<file path="config.mk">
export PLATFORM = sky130hd
export DESIGN_NAME = relu_maxpool_stream
export DESIGN_NICKNAME = d
export VERILOG_FILES = /design/src/rtl/cnn_pkg.sv /design/src/rtl/pool_line_buf.sv /design/src/rtl/relu_maxpool_stream.sv
export SDC_FILE = /design/constraint.sdc
export NUM_CORES = 1
export LEC_CHECK = 0
export ABC_AREA = 1
export BUFFER_PORTS_ARGS = -buffer_cell sky130_fd_sc_hd__buf_4
export CORE_MARGIN = 4
export CORE_UTILIZATION = 24
export CTS_BUF_LIST = sky130_fd_sc_hd__clkbuf_16
export CTS_CLUSTER_DIAMETER = 60
export DETAILED_ROUTE_END_ITERATION = 7
export PLACE_DENSITY_LB_ADDON = 0.1
export SYNTH_ARGS = -nofsm -noshare
export SYNTH_HDL_FRONTEND = slang
export SYNTH_SLANG_ARGS = --single-unit
export TNS_END_PERCENT = 100
</file>
<file path="constraint.sdc">
create_clock -name clk -period 7.5 [get_ports clk]
set_input_delay 1.125 -clock clk [delete_from_list [all_inputs] [get_ports clk]]
set_output_delay 1.125 -clock clk [all_outputs]
set_load 0.01 [all_outputs]
</file>
<file path="src/rtl/cnn_pkg.sv">
// Shared constants and helpers for the cnn pipeline stages.
// CONV_OUT_SIZE is the conv layer's feature-map edge length.
package cnn_pkg;

    localparam int unsigned DATA_W           = 32;
    localparam int unsigned CONV_FILTER_SIZE = 3;
    localparam int unsigned CONV_STRIDE      = 2;
    localparam int unsigned CONV_NUM_FILTERS = 16;
    localparam int unsigned INPUT_SIZE       = 28;
    localparam int unsigned CONV_OUT_SIZE    =
        ((INPUT_SIZE - CONV_FILTER_SIZE) / CONV_STRIDE) + 1;

    typedef logic signed [DATA_W-1:0] data_t;

    function automatic data_t smax(input data_t a, input data_t b);
        return (a > b) ? a : b;
    endfunction

endpackage

</file>
<file path="src/rtl/pool_line_buf.sv">
// Half-row store of horizontal pair maxima for the max-pool stage.
// One write port, one combinational read port, cleared on reset.
module pool_line_buf #(
    parameter int unsigned  DATA_W = 32,
    parameter int unsigned  DEPTH  = 6,
    localparam int unsigned ADDR_W = (DEPTH > 1) ? $clog2(DEPTH) : 1
) (
    input  logic              clk,
    input  logic              rstb,
    input  logic              wr_en,
    input  logic [ADDR_W-1:0] wr_addr,
    input  logic [DATA_W-1:0] wr_data,
    input  logic [ADDR_W-1:0] rd_addr,
    output logic [DATA_W-1:0] rd_data
);

    logic [DATA_W-1:0] mem_q [DEPTH];

    always_ff @(posedge clk or negedge rstb) begin
        if (!rstb) begin
            for (int i = 0; i < int'(DEPTH); i++) begin
                mem_q[i] <= '0;
            end
        end else if (wr_en) begin
            mem_q[wr_addr] <= wr_data;
        end
    end

    assign rd_data = mem_q[rd_addr];

endmodule

</file>
<file path="src/rtl/relu_maxpool_stream.sv">
// Streaming ReLU + 2x2/stride-2 max-pool over raster-ordered feature maps.
// Holds one half-row of pair maxima; output is a single valid/ready register.
module relu_maxpool_stream #(
    parameter int unsigned  DATA_W  = cnn_pkg::DATA_W,
    parameter int unsigned  IN_SIZE = cnn_pkg::CONV_OUT_SIZE,
    parameter int unsigned  NUM_CH  = cnn_pkg::CONV_NUM_FILTERS,
    localparam int unsigned CH_W    = (NUM_CH > 1) ? $clog2(NUM_CH) : 1
) (
    input  logic                     clk,
    input  logic                     rstb,
    input  logic                     in_valid,
    output logic                     in_ready,
    input  logic signed [DATA_W-1:0] in_data,
    output logic                     out_valid,
    input  logic                     out_ready,
    output logic        [DATA_W-1:0] out_data,
    output logic        [CH_W-1:0]   out_ch,
    output logic                     out_last
);

    import cnn_pkg::*;

    localparam int unsigned OUT_SIZE = IN_SIZE / 2;
    localparam int unsigned IDX_W    = (IN_SIZE > 1) ? $clog2(IN_SIZE) : 1;
    localparam int unsigned ADDR_W   = (OUT_SIZE > 1) ? $clog2(OUT_SIZE) : 1;

    localparam logic [IDX_W-1:0] IDX_LAST = IDX_W'(IN_SIZE - 1);
    localparam logic [IDX_W-1:0] IDX_TAIL = IDX_W'(IN_SIZE - 2);
    localparam logic [CH_W-1:0]  CH_LAST  = CH_W'(NUM_CH - 1);

    logic [IDX_W-1:0] col_q, col_d;
    logic [IDX_W-1:0] row_q, row_d;
    logic [CH_W-1:0]  ch_q, ch_d;

    logic signed [DATA_W-1:0] hold_q;
    logic signed [DATA_W-1:0] pair;
    logic signed [DATA_W-1:0] win_max;
    logic        [DATA_W-1:0] buf_rd;
    logic        [ADDR_W-1:0] buf_addr;

    logic              out_valid_q, out_valid_d;
    logic [DATA_W-1:0] out_data_q, out_data_d;
    logic [CH_W-1:0]   out_ch_q, out_ch_d;
    logic              out_last_q, out_last_d;

    logic accept;
    logic in_window;
    logic buf_we;
    logic win_done;

    assign in_ready = !out_valid_q || out_ready;
    assign accept   = in_valid && in_ready;

    // The odd-size remainder row/column never joins a window.
    assign in_window = (col_q != IDX_LAST) && (row_q != IDX_LAST);
    assign buf_we    = accept && in_window && col_q[0] && !row_q[0];
    assign win_done  = accept && in_window && col_q[0] && row_q[0];

    assign buf_addr = ADDR_W'(col_q >> 1);
    assign pair     = smax(hold_q, in_data);
    assign win_max  = smax(buf_rd, pair);

    pool_line_buf #(
        .DATA_W (DATA_W),
        .DEPTH  (OUT_SIZE)
    ) u_line_buf (
        .clk     (clk),
        .rstb    (rstb),
        .wr_en   (buf_we),
        .wr_addr (buf_addr),
        .wr_data (pair),
        .rd_addr (buf_addr),
        .rd_data (buf_rd)
    );

    always_comb begin
        col_d = col_q;
        row_d = row_q;
        ch_d  = ch_q;
        if (accept) begin
            if (col_q == IDX_LAST) begin
                col_d = '0;
                if (row_q == IDX_LAST) begin
                    row_d = '0;
                    ch_d  = (ch_q == CH_LAST) ? '0 : ch_q + 1'b1;
                end else begin
                    row_d = row_q + 1'b1;
                end
            end else begin
                col_d = col_q + 1'b1;
            end
        end
    end

    // A load only happens when in_ready, so an unpopped result is never overwritten.
    always_comb begin
        out_valid_d = out_valid_q;
        out_data_d  = out_data_q;
        out_ch_d    = out_ch_q;
        out_last_d  = out_last_q;
        if (win_done) begin
            out_valid_d = 1'b1;
            out_data_d  = win_max[DATA_W-1] ? '0 : win_max;
            out_ch_d    = ch_q;
            out_last_d  = (ch_q == CH_LAST) && (row_q == IDX_TAIL) && (col_q == IDX_TAIL);
        end else if (out_ready) begin
            out_valid_d = 1'b0;
        end
    end

    always_ff @(posedge clk or negedge rstb) begin
        if (!rstb) begin
            col_q       <= '0;
            row_q       <= '0;
            ch_q        <= '0;
            hold_q      <= '0;
            out_valid_q <= 1'b0;
            out_data_q  <= '0;
            out_ch_q    <= '0;
            out_last_q  <= 1'b0;
        end else begin
            col_q       <= col_d;
            row_q       <= row_d;
            ch_q        <= ch_d;
            if (accept && in_window && !col_q[0]) begin
                hold_q <= in_data;
            end
            out_valid_q <= out_valid_d;
            out_data_q  <= out_data_d;
            out_ch_q    <= out_ch_d;
            out_last_q  <= out_last_d;
        end
    end

    assign out_valid = out_valid_q;
    assign out_data  = out_data_q;
    assign out_ch    = out_ch_q;
    assign out_last  = out_last_q;

endmodule

</file>
==> metrics.json <==
{
  "status": {
    "run_status": "finished, final reports clean"
  },
  "timing": {
    "setup_slack_ns": 1.590,
    "fin_worst_skew_ns": 0.01973,
    "worst_slew_pin_slew_ns": 1.150,
    "max_slew_margin_pct": 22.83,
    "unrepaired_setup_endpoints_after_global_routing": "no",
    "clock_period_minus_worst_slack_ns": 5.910,
    "report.final.slew_viol_count": 0,
    "finalHoldViolCount": 0,
    "min_period_over_period_pct": 78.80,
    "totalNegativeSetupSlack_ns": 0,
    "fmax_ghz": 0.1692,
    "setup_violations": 0
  },
  "worst_setup_path": {
    "cp-end-kind": "flop",
    "criticalPathCategory": "input pin to flop",
    "worstPathRequired_ns": 7.99,
    "cp-start-kind": "input pin",
    "crit_fanout": 47,
    "critPathArrivalTime_ns": 6.40
  },
  "routing": {
    "drt_drc_violations_left": 0,
    "post_drt_via_cell_ratio": 4.598,
    "post_drt_wl_per_cell_um": 18.54,
    "drt-met1-wl_um": 24050,
    "wl_met2_um": 19720,
    "vias": 11564,
    "drt_first_pass_iters": 5,
    "routed_wl_um": 46620,
    "antenna_violating_nets_post_route": 0,
    "dr_wl_met3_um": 2231,
    "routed.top_layer": "met4",
    "detail_route.iter0.violations": 873
  },
  "clock_network": {
    "cts_max_level": 2,
    "postCtsSetupBuffers": 0,
    "clock_buffer_count_from_cts": 39,
    "clock_sink_count": 273,
    "ctsRootBufferMaster": "clkbuf_16",
    "clock_path_buffers": 3,
    "cts.repair.resized": 0,
    "clk-insertion-delay-late_ns": 0.56,
    "worst_setup_hold_path_clk_slew_ns": 0.05,
    "cts_hold_buffers": 0,
    "tritoncts": "done"
  },
  "final_layout": {
    "drive_above_1_share_pct": 13.59,
    "finalNetCount": 1835,
    "final_common_cell": "nand2_1",
    "nFillCells": 6138,
    "antenna-diode-count": 0,
    "synthToLayoutAreaGrowth_pct": 19.51,
    "layout.cells.most_common_list": "nand2_1 (465), dfrtp_1 (273), o21ai_0 (265), buf_4 (122), inv_1 (113)"
  },
  "synth": {
    "syn_area_mm2": 0.01385,
    "average_size_of_a_mapped_cell_um2": 8.332,
    "ys_seq_area_share_pct": 49.34,
    "synthCells": 1662,
    "synthesis.nets": 1766,
    "yosys.cell_types.count": 42,
    "synth-seq-cells": 273,
    "warning_count_from_the_yosys_run": 0
  },
  "placement": {
    "place_ws_ns": 0.8874,
    "io_buffer_count": 73,
    "detailed_place_hpwl_um": 29430,
    "place_congestion": 0.7701
  },
  "floorplan": {
    "die_y_um": 248.2,
    "core.rowCount": 87,
    "dieArea_mm2": 0.06160,
    "io_pins": 75,
    "die_w_um": 248.2,
    "initial_core_util_pct": 24.42,
    "coreArea_mm2": 0.05671
  },
  "global_route": {
    "gr-total-overflow": 0,
    "wire_length_of_the_first_global_routing_pass_um": 72350,
    "grt_pass1_vias": 11573,
    "largest_net_degree_at_the_start_of_global_routing": 148,
    "antenna_found_initial": 0,
    "grt_usage_pct": 15.40
  },
  "worst_hold_path": {
    "hp-class": "flop to flop"
  },
  "job": {
    "max_cap_violations": 0
  }
}
## metrics by stage
step	utilization (%)	std cells	cell area (um2)	hold slack (ns)
after floorplan	-	1662	13850	0.4478
after global placement	27.05	2446	15340	0.4607
after detailed placement	27.05	2446	15340	0.4676
after CTS	29.18	2515	16550	0.4814
after global routing	29.18	2515	16550	0.4926
final	29.18	2515	16550	0.4761
## synthesized netlist by cell type
library cell | count | area [um2]
a21oi_2 | 1 | 8.760
o221ai_1 | 1 | 8.760
nand2_4 | 2 | 22.52
nand3_2 | 34 | 340.3
o21a_1 | 2 | 15.01
inv_1 | 106 | 397.9
nand3_4 | 1 | 17.52
o21ai_1 | 33 | 165.2
buf_1 | 10 | 37.54
conb_1 | 1 | 3.750
nor4_1 | 3 | 18.77
nor4_2 | 1 | 12.51
a221oi_1 | 1 | 8.760
buf_8 | 3 | 45.04
nand3b_1 | 1 | 7.510
nor2_2 | 2 | 12.51
nand2_1 | 466 | 1749
nand2_2 | 3 | 18.77
clkinv_1 | 7 | 26.28
nand3_1 | 11 | 55.05
a2111oi_0 | 1 | 8.760
a211oi_1 | 29 | 217.7
buf_4 | 1 | 7.510
inv_2 | 8 | 30.03
buf_2 | 13 | 65.06
xnor2_1 | 1 | 8.760
o21bai_1 | 1 | 7.510
nor2_1 | 90 | 337.8
nand4_1 | 48 | 300.3
o21ai_0 | 265 | 1326
xor2_1 | 1 | 8.760
clkbuf_1 | 69 | 259.0
a21oi_1 | 32 | 160.2
dfrtp_1 | 273 | 6832
nor3_1 | 7 | 35.03
a31oi_1 | 2 | 12.51
o22ai_1 | 60 | 375.4
a22oi_1 | 1 | 7.510
o41ai_1 | 1 | 8.760
a22o_1 | 1 | 8.760
ha_1 | 68 | 850.8
a21o_1 | 1 | 7.510
## registers in the layout, summed over array words and instances, names as in the netlist, 4 cells and up
signal / cells
out_data: 31
out_ch: 4
ch_q: 4
row_q: 4
u_line_buf.mem_q: 192
col_q: 4
hold_q: 32
## critical path, stage by stage
cell and delay (ns):
buf_4 0.09, inv_1 0.05, ha_1 0.38, nand2_1 0.12, nor2_2 0.13, nand2_1 0.14
nor2_2 0.19, nand2_1 0.13, nand3_2 0.12, nand3_4 0.40, o21ai_1 0.74, ha_1 0.35
nand2_1 0.08, nor2_1 0.05, a211oi_1 0.24, o221ai_1 0.15, a221oi_1 0.43, nand2_1 0.12
nand2_2 0.09, buf_4 0.35, nand4_1 0.21, nand2_4 0.46, nand3_1 0.15, nand2_1 0.08
## area by class of cell
class	instances	area, um2	area share [%]
sequential	273	6832	41.28
multi-input combinational	1172	6157	37.21
clock buffer	39	975.9	5.897
timing repair buffer	124	950.9	5.746
tap	756	945.9	5.716
inverter	121	454.2	2.745
clock inverter	30	232.7	1.406
## metal layers
layer  vias to the layer above  global-route usage [%]
li1                       5742                       -
met1                      5528                   23.26
met2                       256                   23.22
met3                        38                   2.713
met4                         0                   2.854
met5                         -                       0
## cell families (layout without fill, tap and decap cells)
kind of cell	count (synthesis)	in the layout	synth area share [%]
fa+ha+maj	68	68	6.144
flops	273	273	49.34
other cells	1	1	0.02708
xor+xnor	2	2	0.1265
simple gates	669	669	21.14
compound gates	432	432	16.95
buf+inv	217	314	6.271
## final timing paths
path	start	end	slack, ns	cells past startpoint
max	in_data[31]	out_data[29]	1.59	24
min	u_line_buf.mem_q[7]	u_line_buf.mem_q[7]	0.48	2
max reg2reg	hold_q[31]	out_data[29]	1.91	22
min reg2reg	u_line_buf.mem_q[7]	u_line_buf.mem_q[7]	0.48	2
max in group asynchronous	rstb	hold_q[15]	5.66	2
min in group asynchronous	rstb	out_valid	0.52	1
Power is left out: the tool's default activity adds up to more than one toggle a clock period on the data nets, which glitch-free logic cannot reach.
